File: src/rtl/mem_port_arbiter_pkg.sv
// Shared types and constants for the two-master memory port arbiter.
package mem_port_arbiter_pkg;

  localparam int unsigned STATE_WDTH  = 3;
  localparam int unsigned NUM_MASTERS = 2;

  typedef enum logic [STATE_WDTH-1:0] {
    IDLE    = 3'd0,
    RD_ADDR = 3'd1,
    RD_DATA = 3'd2,
    WR_REQ  = 3'd3,
    WR_RESP = 3'd4
  } arb_state_e;

endpackage

File: src/rtl/mem_port_arbiter_if.sv
// Master-side (two sort controllers) and slave-side (memory) valid/ready channels.
// slave modport is the arbiter's view; master modport is the surrounding environment.
interface mem_port_arbiter_if
  import mem_port_arbiter_pkg::*;
#(
  parameter int unsigned ADDR_WDTH = 4,
  parameter int unsigned DATA_WDTH = 32,
  parameter int unsigned RESP_WDTH = 1
);
  logic [NUM_MASTERS-1:0]           m_ar_valid, m_ar_ready;
  logic [NUM_MASTERS*ADDR_WDTH-1:0] m_ar_addr;
  logic [NUM_MASTERS-1:0]           m_r_valid, m_r_ready;
  logic [NUM_MASTERS*DATA_WDTH-1:0] m_r_data;
  logic [NUM_MASTERS-1:0]           m_aw_valid, m_aw_ready;
  logic [NUM_MASTERS*ADDR_WDTH-1:0] m_aw_addr;
  logic [NUM_MASTERS-1:0]           m_w_valid, m_w_ready;
  logic [NUM_MASTERS*DATA_WDTH-1:0] m_w_data;
  logic [NUM_MASTERS-1:0]           m_b_valid, m_b_ready;
  logic [NUM_MASTERS*RESP_WDTH-1:0] m_b_resp;

  logic                 s_ar_valid, s_ar_ready;
  logic [ADDR_WDTH-1:0] s_ar_addr;
  logic                 s_r_valid, s_r_ready;
  logic [DATA_WDTH-1:0] s_r_data;
  logic                 s_aw_valid, s_aw_ready;
  logic [ADDR_WDTH-1:0] s_aw_addr;
  logic                 s_w_valid, s_w_ready;
  logic [DATA_WDTH-1:0] s_w_data;
  logic                 s_b_valid, s_b_ready;
  logic [RESP_WDTH-1:0] s_b_resp;

  modport slave (
    input  m_ar_valid, m_ar_addr, m_r_ready, m_aw_valid, m_aw_addr, m_w_valid, m_w_data,
           m_b_ready, s_ar_ready, s_r_valid, s_r_data, s_aw_ready, s_w_ready, s_b_valid,
           s_b_resp,
    output m_ar_ready, m_r_valid, m_r_data, m_aw_ready, m_w_ready, m_b_valid, m_b_resp,
           s_ar_valid, s_ar_addr, s_r_ready, s_aw_valid, s_aw_addr, s_w_valid, s_w_data,
           s_b_ready
  );

  modport master (
    output m_ar_valid, m_ar_addr, m_r_ready, m_aw_valid, m_aw_addr, m_w_valid, m_w_data,
           m_b_ready, s_ar_ready, s_r_valid, s_r_data, s_aw_ready, s_w_ready, s_b_valid,
           s_b_resp,
    input  m_ar_ready, m_r_valid, m_r_data, m_aw_ready, m_w_ready, m_b_valid, m_b_resp,
           s_ar_valid, s_ar_addr, s_r_ready, s_aw_valid, s_aw_addr, s_w_valid, s_w_data,
           s_b_ready
  );
endinterface

File: src/rtl/mem_port_arbiter_rr_pick2.sv
// Two-request winner selection: round-robin against last_grant, or master 0
// always first when MEM_ARB_FIXED_PRIO_EN is defined.
module rr_pick2 (
  input  logic [1:0] req_i,
  input  logic       last_grant_i,
  output logic       gnt_o,
  output logic       any_o
);
  always_comb begin
    any_o = |req_i;
`ifdef MEM_ARB_FIXED_PRIO_EN
    gnt_o = ~req_i[0];
`else
    if (&req_i) gnt_o = ~last_grant_i;
    else        gnt_o = req_i[1];
`endif
  end
endmodule

File: src/rtl/mem_port_arbiter.sv
// Two-master / one-slave memory port arbiter; one owner per read or write transaction.
// Define MEM_ARB_FIXED_PRIO_EN for fixed priority (master 0 wins) instead of round-robin.
module mem_port_arbiter
  import mem_port_arbiter_pkg::*;
#(
  parameter int unsigned ADDR_WDTH = 4,
  parameter int unsigned DATA_WDTH = 32,
  parameter int unsigned RESP_WDTH = 1
) (
  input  logic              clk,
  input  logic              rst,
  mem_port_arbiter_if.slave bus,
  output logic              grant
);
  arb_state_e state_q, state_d;
  logic       grant_q, grant_d;
  logic       last_grant_q, last_grant_d;
  logic       aw_done_q, aw_done_d;
  logic       w_done_q, w_done_d;
  logic       pick_idx, pick_any;
  logic       aw_hs, w_hs;

  rr_pick2 u_pick (
    .req_i       (bus.m_ar_valid | bus.m_aw_valid),
    .last_grant_i(last_grant_q),
    .gnt_o       (pick_idx),
    .any_o       (pick_any)
  );

  assign grant = grant_q;

  always_ff @(posedge clk) begin
    if (rst) begin
      state_q      <= IDLE;
      grant_q      <= 1'b0;
      last_grant_q <= 1'b1;
      aw_done_q    <= 1'b0;
      w_done_q     <= 1'b0;
    end else begin
      state_q      <= state_d;
      grant_q      <= grant_d;
      last_grant_q <= last_grant_d;
      aw_done_q    <= aw_done_d;
      w_done_q     <= w_done_d;
    end
  end

  always_comb begin
    bus.m_ar_ready = '0;
    bus.m_r_valid  = '0;
    bus.m_r_data   = '0;
    bus.m_aw_ready = '0;
    bus.m_w_ready  = '0;
    bus.m_b_valid  = '0;
    bus.m_b_resp   = '0;
    bus.s_ar_valid = 1'b0;
    bus.s_ar_addr  = '0;
    bus.s_r_ready  = 1'b0;
    bus.s_aw_valid = 1'b0;
    bus.s_aw_addr  = '0;
    bus.s_w_valid  = 1'b0;
    bus.s_w_data   = '0;
    bus.s_b_ready  = 1'b0;
    state_d        = state_q;
    grant_d        = grant_q;
    last_grant_d   = last_grant_q;
    aw_done_d      = aw_done_q;
    w_done_d       = w_done_q;
    aw_hs          = 1'b0;
    w_hs           = 1'b0;

    unique case (state_q)
      IDLE: begin
        aw_done_d = 1'b0;
        w_done_d  = 1'b0;
        if (pick_any) begin
          grant_d = pick_idx;
          state_d = bus.m_ar_valid[pick_idx] ? RD_ADDR : WR_REQ;
        end
      end
      RD_ADDR: begin
        bus.s_ar_valid          = bus.m_ar_valid[grant_q];
        bus.s_ar_addr           = bus.m_ar_addr[grant_q*ADDR_WDTH +: ADDR_WDTH];
        bus.m_ar_ready[grant_q] = bus.s_ar_ready;
        if (bus.m_ar_valid[grant_q] && bus.s_ar_ready) state_d = RD_DATA;
      end
      RD_DATA: begin
        bus.m_r_valid[grant_q]                        = bus.s_r_valid;
        bus.m_r_data[grant_q*DATA_WDTH +: DATA_WDTH]  = bus.s_r_data;
        bus.s_r_ready                                 = bus.m_r_ready[grant_q];
        if (bus.s_r_valid && bus.m_r_ready[grant_q]) begin
          last_grant_d = grant_q;
          state_d      = IDLE;
        end
      end
      WR_REQ: begin
        // AW and W complete independently; a channel goes quiet once its flag is set
        bus.s_aw_valid          = bus.m_aw_valid[grant_q] & ~aw_done_q;
        bus.s_aw_addr           = bus.m_aw_addr[grant_q*ADDR_WDTH +: ADDR_WDTH];
        bus.m_aw_ready[grant_q] = bus.s_aw_ready & ~aw_done_q;
        bus.s_w_valid           = bus.m_w_valid[grant_q] & ~w_done_q;
        bus.s_w_data            = bus.m_w_data[grant_q*DATA_WDTH +: DATA_WDTH];
        bus.m_w_ready[grant_q]  = bus.s_w_ready & ~w_done_q;
        aw_hs     = bus.m_aw_valid[grant_q] & ~aw_done_q & bus.s_aw_ready;
        w_hs      = bus.m_w_valid[grant_q] & ~w_done_q & bus.s_w_ready;
        aw_done_d = aw_done_q | aw_hs;
        w_done_d  = w_done_q | w_hs;
        if (aw_done_d && w_done_d) state_d = WR_RESP;
      end
      WR_RESP: begin
        bus.m_b_valid[grant_q]                       = bus.s_b_valid;
        bus.m_b_resp[grant_q*RESP_WDTH +: RESP_WDTH] = bus.s_b_resp;
        bus.s_b_ready                                = bus.m_b_ready[grant_q];
        if (bus.s_b_valid && bus.m_b_ready[grant_q]) begin
          last_grant_d = grant_q;
          aw_done_d    = 1'b0;
          w_done_d     = 1'b0;
          state_d      = IDLE;
        end
      end
      default: state_d = IDLE;
    endcase
  end
endmodule
File: src/flat_wrapper.sv
// flat-port wrapper written by rule: the top's interface ports become plain ports
module mem_port_arbiter_flat import mem_port_arbiter_pkg::*;
#(
  parameter int unsigned ADDR_WDTH = 4,
  parameter int unsigned DATA_WDTH = 32,
  parameter int unsigned RESP_WDTH = 1
)
  (clk, rst, grant, bus_m_ar_valid, bus_m_ar_addr, bus_m_r_ready, bus_m_aw_valid, bus_m_aw_addr, bus_m_w_valid, bus_m_w_data, bus_m_b_ready, bus_s_ar_ready, bus_s_r_valid, bus_s_r_data, bus_s_aw_ready, bus_s_w_ready, bus_s_b_valid, bus_s_b_resp, bus_m_ar_ready, bus_m_r_valid, bus_m_r_data, bus_m_aw_ready, bus_m_w_ready, bus_m_b_valid, bus_m_b_resp, bus_s_ar_valid, bus_s_ar_addr, bus_s_r_ready, bus_s_aw_valid, bus_s_aw_addr, bus_s_w_valid, bus_s_w_data, bus_s_b_ready);
  mem_port_arbiter_if #(.ADDR_WDTH(ADDR_WDTH), .DATA_WDTH(DATA_WDTH), .RESP_WDTH(RESP_WDTH)) bus_i ();
  input  logic clk;
  input  logic rst;
  output logic grant;
  input wire logic [$bits(bus_i.m_ar_valid)-1:0] bus_m_ar_valid;
  input wire logic [$bits(bus_i.m_ar_addr)-1:0] bus_m_ar_addr;
  input wire logic [$bits(bus_i.m_r_ready)-1:0] bus_m_r_ready;
  input wire logic [$bits(bus_i.m_aw_valid)-1:0] bus_m_aw_valid;
  input wire logic [$bits(bus_i.m_aw_addr)-1:0] bus_m_aw_addr;
  input wire logic [$bits(bus_i.m_w_valid)-1:0] bus_m_w_valid;
  input wire logic [$bits(bus_i.m_w_data)-1:0] bus_m_w_data;
  input wire logic [$bits(bus_i.m_b_ready)-1:0] bus_m_b_ready;
  input wire logic [$bits(bus_i.s_ar_ready)-1:0] bus_s_ar_ready;
  input wire logic [$bits(bus_i.s_r_valid)-1:0] bus_s_r_valid;
  input wire logic [$bits(bus_i.s_r_data)-1:0] bus_s_r_data;
  input wire logic [$bits(bus_i.s_aw_ready)-1:0] bus_s_aw_ready;
  input wire logic [$bits(bus_i.s_w_ready)-1:0] bus_s_w_ready;
  input wire logic [$bits(bus_i.s_b_valid)-1:0] bus_s_b_valid;
  input wire logic [$bits(bus_i.s_b_resp)-1:0] bus_s_b_resp;
  output wire logic [$bits(bus_i.m_ar_ready)-1:0] bus_m_ar_ready;
  output wire logic [$bits(bus_i.m_r_valid)-1:0] bus_m_r_valid;
  output wire logic [$bits(bus_i.m_r_data)-1:0] bus_m_r_data;
  output wire logic [$bits(bus_i.m_aw_ready)-1:0] bus_m_aw_ready;
  output wire logic [$bits(bus_i.m_w_ready)-1:0] bus_m_w_ready;
  output wire logic [$bits(bus_i.m_b_valid)-1:0] bus_m_b_valid;
  output wire logic [$bits(bus_i.m_b_resp)-1:0] bus_m_b_resp;
  output wire logic [$bits(bus_i.s_ar_valid)-1:0] bus_s_ar_valid;
  output wire logic [$bits(bus_i.s_ar_addr)-1:0] bus_s_ar_addr;
  output wire logic [$bits(bus_i.s_r_ready)-1:0] bus_s_r_ready;
  output wire logic [$bits(bus_i.s_aw_valid)-1:0] bus_s_aw_valid;
  output wire logic [$bits(bus_i.s_aw_addr)-1:0] bus_s_aw_addr;
  output wire logic [$bits(bus_i.s_w_valid)-1:0] bus_s_w_valid;
  output wire logic [$bits(bus_i.s_w_data)-1:0] bus_s_w_data;
  output wire logic [$bits(bus_i.s_b_ready)-1:0] bus_s_b_ready;
  assign bus_i.m_ar_valid = bus_m_ar_valid;
  assign bus_i.m_ar_addr = bus_m_ar_addr;
  assign bus_i.m_r_ready = bus_m_r_ready;
  assign bus_i.m_aw_valid = bus_m_aw_valid;
  assign bus_i.m_aw_addr = bus_m_aw_addr;
  assign bus_i.m_w_valid = bus_m_w_valid;
  assign bus_i.m_w_data = bus_m_w_data;
  assign bus_i.m_b_ready = bus_m_b_ready;
  assign bus_i.s_ar_ready = bus_s_ar_ready;
  assign bus_i.s_r_valid = bus_s_r_valid;
  assign bus_i.s_r_data = bus_s_r_data;
  assign bus_i.s_aw_ready = bus_s_aw_ready;
  assign bus_i.s_w_ready = bus_s_w_ready;
  assign bus_i.s_b_valid = bus_s_b_valid;
  assign bus_i.s_b_resp = bus_s_b_resp;
  assign bus_m_ar_ready = bus_i.m_ar_ready;
  assign bus_m_r_valid = bus_i.m_r_valid;
  assign bus_m_r_data = bus_i.m_r_data;
  assign bus_m_aw_ready = bus_i.m_aw_ready;
  assign bus_m_w_ready = bus_i.m_w_ready;
  assign bus_m_b_valid = bus_i.m_b_valid;
  assign bus_m_b_resp = bus_i.m_b_resp;
  assign bus_s_ar_valid = bus_i.s_ar_valid;
  assign bus_s_ar_addr = bus_i.s_ar_addr;
  assign bus_s_r_ready = bus_i.s_r_ready;
  assign bus_s_aw_valid = bus_i.s_aw_valid;
  assign bus_s_aw_addr = bus_i.s_aw_addr;
  assign bus_s_w_valid = bus_i.s_w_valid;
  assign bus_s_w_data = bus_i.s_w_data;
  assign bus_s_b_ready = bus_i.s_b_ready;
  mem_port_arbiter #(.ADDR_WDTH(ADDR_WDTH), .DATA_WDTH(DATA_WDTH), .RESP_WDTH(RESP_WDTH)) u_core (.clk(clk), .rst(rst), .bus(bus_i), .grant(grant));
endmodule
File: config.mk
export PLATFORM = sky130hd
export DESIGN_NAME = mem_port_arbiter_flat
export DESIGN_NICKNAME = d
export VERILOG_FILES = /design/src/rtl/mem_port_arbiter_pkg.sv /design/src/rtl/mem_port_arbiter_if.sv /design/src/rtl/mem_port_arbiter_rr_pick2.sv /design/src/rtl/mem_port_arbiter.sv /design/src/flat_wrapper.sv
export SDC_FILE = /design/constraint.sdc
export NUM_CORES = 1
export LEC_CHECK = 0
export ABC_AREA = 1
export BUFFER_PORTS_ARGS = -buffer_cell sky130_fd_sc_hd__clkbuf_2
export CAP_MARGIN = 20
export CORE_AREA = 5 5 95 97
export CTS_CLUSTER_SIZE = 14
export DETAILED_ROUTE_END_ITERATION = 16
export DIE_AREA = 0 0 100 102
export GPL_ROUTABILITY_DRIVEN = 1
export GPL_TIMING_DRIVEN = 0
export PLACE_DENSITY = 0.69
export SYNTH_ARGS = -nofsm -noshare
export SYNTH_HDL_FRONTEND = slang
export SYNTH_SLANG_ARGS = --single-unit
File: constraint.sdc
create_clock -name clk -period 4.2 [get_ports clk]
set_clock_uncertainty 0.2 [all_clocks]
set_input_delay 0.42 -clock clk [delete_from_list [all_inputs] [get_ports clk]]
set_output_delay 0.42 -clock clk [all_outputs]
set_load 0.02 [all_outputs]
### Word-level counts from Yosys, hierarchy flattened

Index checks and enable logic that the tools add are counted.

* output and inout bits: 122
* flip-flop bits (word level): 7
* bits of input ports: 130
* logic and storage cells: 102

* bitwise operators: 19
* mux-type cells: 43
* $lt $le $gt $ge: 3
* reductions and logical operators: 14
* equality and inequality tests: 9
* shift-type cells: 7
* $add $sub $neg: 2

Operators with widths (count)
* 64-bit AND: 1
* 64-bit 2-to-1 mux: 1
* 32-bit by 34-bit variable shift with 64-bit output, first input constant: 1
* 32-bit by 34-bit indexed part select with 64-bit output: 1
* 64-bit by 7-bit indexed part select with 32-bit output: 1
* 1-bit negator with 34-bit output: 1
* 6-bit negator with 34-bit output: 1
* 1-bit by 34-bit variable shift with 2-bit output, first input constant: 1
* 1-bit by 34-bit indexed part select with 2-bit output: 1
* 32-bit 2-to-1 mux: 1
* 1-bit 2-to-1 mux: 22
* 8-bit by 4-bit indexed part select with 4-bit output: 2
* 3-bit 2-to-1 mux: 5
* 3-bit case mux with 5 select lines: 1
* 2-bit 2-to-1 mux: 7
* 2-bit AND: 6
* 2-bit by 1-bit inequality test with 1-bit output, second input constant: 5
* 4-bit 2-to-1 mux: 2
* 1-bit AND: 6
* 3-bit by 2-bit == test with 1-bit output, second input constant: 2
* 1-bit case mux with 3 select lines: 2
* 2-bit AND reduction: 3
* 1-bit logical AND: 5
* 5-bit AND reduction: 1
* 14 further kinds: 18

### Depth between registers and ports, before layout

* depth in word-level cells: 8
* depth in mapped cells: 11
* depth with buffers taken out: 10

### By module

A second synthesis with hierarchy kept.

* cells, all modules: 330
* area total of the unflattened synthesis: 1690.4 um^2

By module, submodules not included
* mem_port_arbiter: instances 1, area each 1675.4 um^2, seq. area each 140.1 um^2, cells an instance 327
* rr_pick2: instances 1, area each 15.0 um^2, seq. area each 0.0 um^2, cells an instance 3

### Worst setup path after synthesis

No wires, ideal clock.

* kind: reg2out
* start point: register u_core.grant_q (netlist: u_core.grant)
* end point: output port bus_m_r_data[33]
* stages on the path, launching flop included: 6
* arrival: 1.467 ns
* path buffers: 3
* path slack: 2.113 ns
* required time: 3.580 ns
* cells stage by stage: dfxtp_1 > buf_4 > buf_2 > nand2_1 > buf_6 > nor2_1

* cells in the longest elaborated chain, start to end: 4
* elaborated cells on any way between the ends: 5
* those cells by class: add/sub (1); shift (2); mux (1); bitwise (1)

Ends and longest elaborated chain
* start, declared: line mem_port_arbiter.sv:16 `logic grant_q, grant_d;`
* start signal, assigned: line mem_port_arbiter.sv:41 `grant_q <= grant_d;`
* 6-bit negator with 34-bit output *: line mem_port_arbiter.sv:89 `bus.m_r_data[grant_q*DATA_WDTH +: DATA_WDTH] = bus.s_r_data;`
* 32-bit by 34-bit indexed part select with 64-bit output or 32-bit by 34-bit variable shift with 64-bit output (tied branches): line mem_port_arbiter.sv:89
* 64-bit AND (no source line) *
* 64-bit 2-to-1 mux *: line mem_port_arbiter.sv:72 `unique case (state_q)`
* end, declared: line flat_wrapper.sv:30 `output wire logic [$bits(bus_i.m_r_data)-1:0] bus_m_r_data;`

Every way passes the cells marked *; elsewhere a longest branch is shown, timed or not.

### Worst setup path after layout

* start point: register u_core.grant_q (netlist: u_core.grant)
* end point: output port bus_m_r_data[16]

Same word-level chain as after synthesis.

==> flow_summary.toml <==
[run_status]
status = "finished, final reports clean"

[clock_tree]
cts_root_buffer = "clkbuf_8"
tritoncts = "built"
cts_max_path_buffers = 2
cts_resized = 0
numCtsBuffers = 3
ctsHoldBuffers = 0
clk_pin_slew_ns = 0.04
htree_levels = 1
cts_setup_buffers = 0
clock_latency_ns = 0.24
cts.sink_count = 7

[placement]
port_buffers = 251
dp_cells = 683
routabilityCongestion = 0.8969
dp_hpwl_mm = 7.665

[floorplan]
ios = 252
die-height_um = 102
initial_core_util = 0.2131
die_w_um = 100
dieArea_um2 = 10200
coreArea_um2 = 8051
placementRows = 33

[setup_path]
worstPathRequired_ns = 3.58
timing.rr.start = "u_core.grant$_SDFFE_PP0P_"
crit_end = "bus_m_r_data[16]"
critPathMaxStageDelay_ns = 0.31
path_cells = "buf_4 -> inv_2 -> buf_4 -> nand2_1 -> buf_6 -> nor2_1 -> clkbuf_2"
rr_worst_depth = 10
cp_common_cell = "buf_4"
rrSetupSlack_ns = 2.61
worstPathArrival_ns = 1.82
crit_fanout = 10
timing.rr.end = "u_core.state_q[1]$_SDFFE_PP0P_"
setup.worst_path.start_class = "flop"
crit_path_start = "u_core.grant$_SDFFE_PP0P_"
slowest_stage = "dfxtp_1"
crit_path_end_kind = "output port"
crit_type = "flop to output port"

[yosys]
ys_seq_area_frac = 0.08169
synthAdderAreaFrac = 0
synth_nets = 457
synth_cells = 327
syn_avg_cell_area_um2 = 5.246
yosys_warnings = 0
synth_compound_area_frac = 0.2093
synth-seq-cells = 7
synth-xor-area-share = 0
synth.area.mux_share = 0
synthesis.area_um2 = 1715
ys_types = 24
synth-simple-area-share = 0.4128
synth_top_family_by_area = "simple AND/OR/NAND/NOR gates"

[drt]
wl_per_cell_um = 12.38
drt-total-wl_mm = 8.507
vias = 2890
drt-pass1-iter-count = 5
drtIter0Drc = 83
drc = 0
viasPerCell = 4.207
ant_nets = 0

[power_and_ir_drop]
cellPowerDensity_nw_per_um2 = 357.0
vdd_drop_max_mv = 0.2836
power_mw = 1.124
p_leak_nw = 2.335

[global_routing]
grt_overflow = 0
grt_pass1_vias = 2675
grt_usage = 0.1459
grt_max_degree = 11
grt_antenna_before_repair = 0
grt_pass1_wl_mm = 12.46

[final_layout]
instances_no_fill = 687
drive_gt1_frac = 0.4931
final_cell_mix = "clkbuf_2 (251), inv_1 (90), nor2_1 (82), nand2_1 (48), a22oi_1 (36)"
n_antenna_cell = 0
syn_to_final_growth_pct = 83.52
fillers = 859
finalCoreUtilization = 0.3910
final_common_cell = "clkbuf_2"
fin_nets = 713

[timing]
rsz0062_at_grt = "false"
finalHoldViolCount = 0
fmax_mhz = 409.1
worst_pin_slew_ns = 0.2981
slew_violations = 0
tns_ns = 0
setup_viol = 0
slew_headroom = 0.8008
finalCritPeriodShare = 0.5821
hold_ws_ns = 0.1961
post-route-min-period_ns = 2.445

[hold_path]
hold_path.class = "input port to flop"

[flow_run]
max_cap_viol_count = 0
-- sequential cells by signal (all words and copies together), names as in the netlist --
register and flops:
u_core.aw_done_q 1, u_core.grant 1, u_core.last_grant_q 1, u_core.state_q 3
u_core.w_done_q 1
-- power by group --
part           switching, mW  total, mW  leakage, nW  internal [mW]
Combinational          0.606      0.921         2.25          0.315
Clock                 0.0334     0.0995       0.0228         0.0660
Sequential            0.0201      0.103       0.0574         0.0831
Total                  0.660       1.12         2.33          0.464
-- metrics by stage --
stage / worst slack, ns / area (µm²)
after detailed placement: 2.020 / 3103
after floorplan: 2.113 / 1715
after global placement: 2.040 / 3103
after global routing: 1.668 / 3148
after CTS: 1.759 / 3148
final: 1.755 / 3148
-- Yosys cell counts, drive strengths merged --
master  instances  area (µm²)
o21ai           5       25.02
inv            94       352.8
nand3           9       62.56
nor2           87       371.6
dfxtp           7       140.1
a21oi          12       63.81
nand2          53       216.5
buf            15       155.1
a22oi          36       270.3
and2            1       6.260
nor3            8       51.30
-- kinds of logic after synthesis --
family | count (synthesis)
AOI/OAI and AO/OA | 53
and+or+nand+nor | 158
DFF | 7
buffers and inverters | 109
-- how the worst min path moves through the flow --
stage | endpoint | startpoint | cells past startpoint
floorplan | u_core.aw_done_q$_SDFFE_PP0P_ | u_core.aw_done_q$_SDFFE_PP0P_ | 2
global placement | u_core.w_done_q$_SDFFE_PP0P_ | u_core.w_done_q$_SDFFE_PP0P_ | 2
detailed placement | u_core.w_done_q$_SDFFE_PP0P_ | u_core.w_done_q$_SDFFE_PP0P_ | 2
CTS | u_core.state_q[2]$_SDFFE_PP0P_ | rst | 2
global route | u_core.state_q[2]$_SDFFE_PP0P_ | rst | 2
finish | u_core.state_q[2]$_SDFFE_PP0P_ | rst | 2
-- final cells by class --
type | count | area (µm²) | share of cell area
multi-input cells | 211 | 1067 | 0.3390
plain buffers | 15 | 155.1 | 0.04928
clock buffers | 4 | 45.04 | 0.01431
well taps | 105 | 131.4 | 0.04173
repair buffers | 251 | 1256 | 0.3990
flip-flops and latches | 7 | 140.1 | 0.04451
inverters | 94 | 352.8 | 0.1121
-- critical path: cells and delay by family (launching register included) --
family / cells / cell delay, ns
buffers and inverters: 5 / 0.89
DFF: 1 / 0.31
and+or+nand+nor: 2 / 0.38
-- layer usage --
layer | vias to the layer above | global-route usage | wire length (µm)
li1 | 1490 | - | -
met1 | 1265 | 0.1718 | 3236
met2 | 127 | 0.2781 | 4456
met3 | 8 | 0.02116 | 741
met4 | 0 | 0.03420 | 73
met5 | - | 0 | 0
No activity file was read; power rests on OpenSTA's default activity.
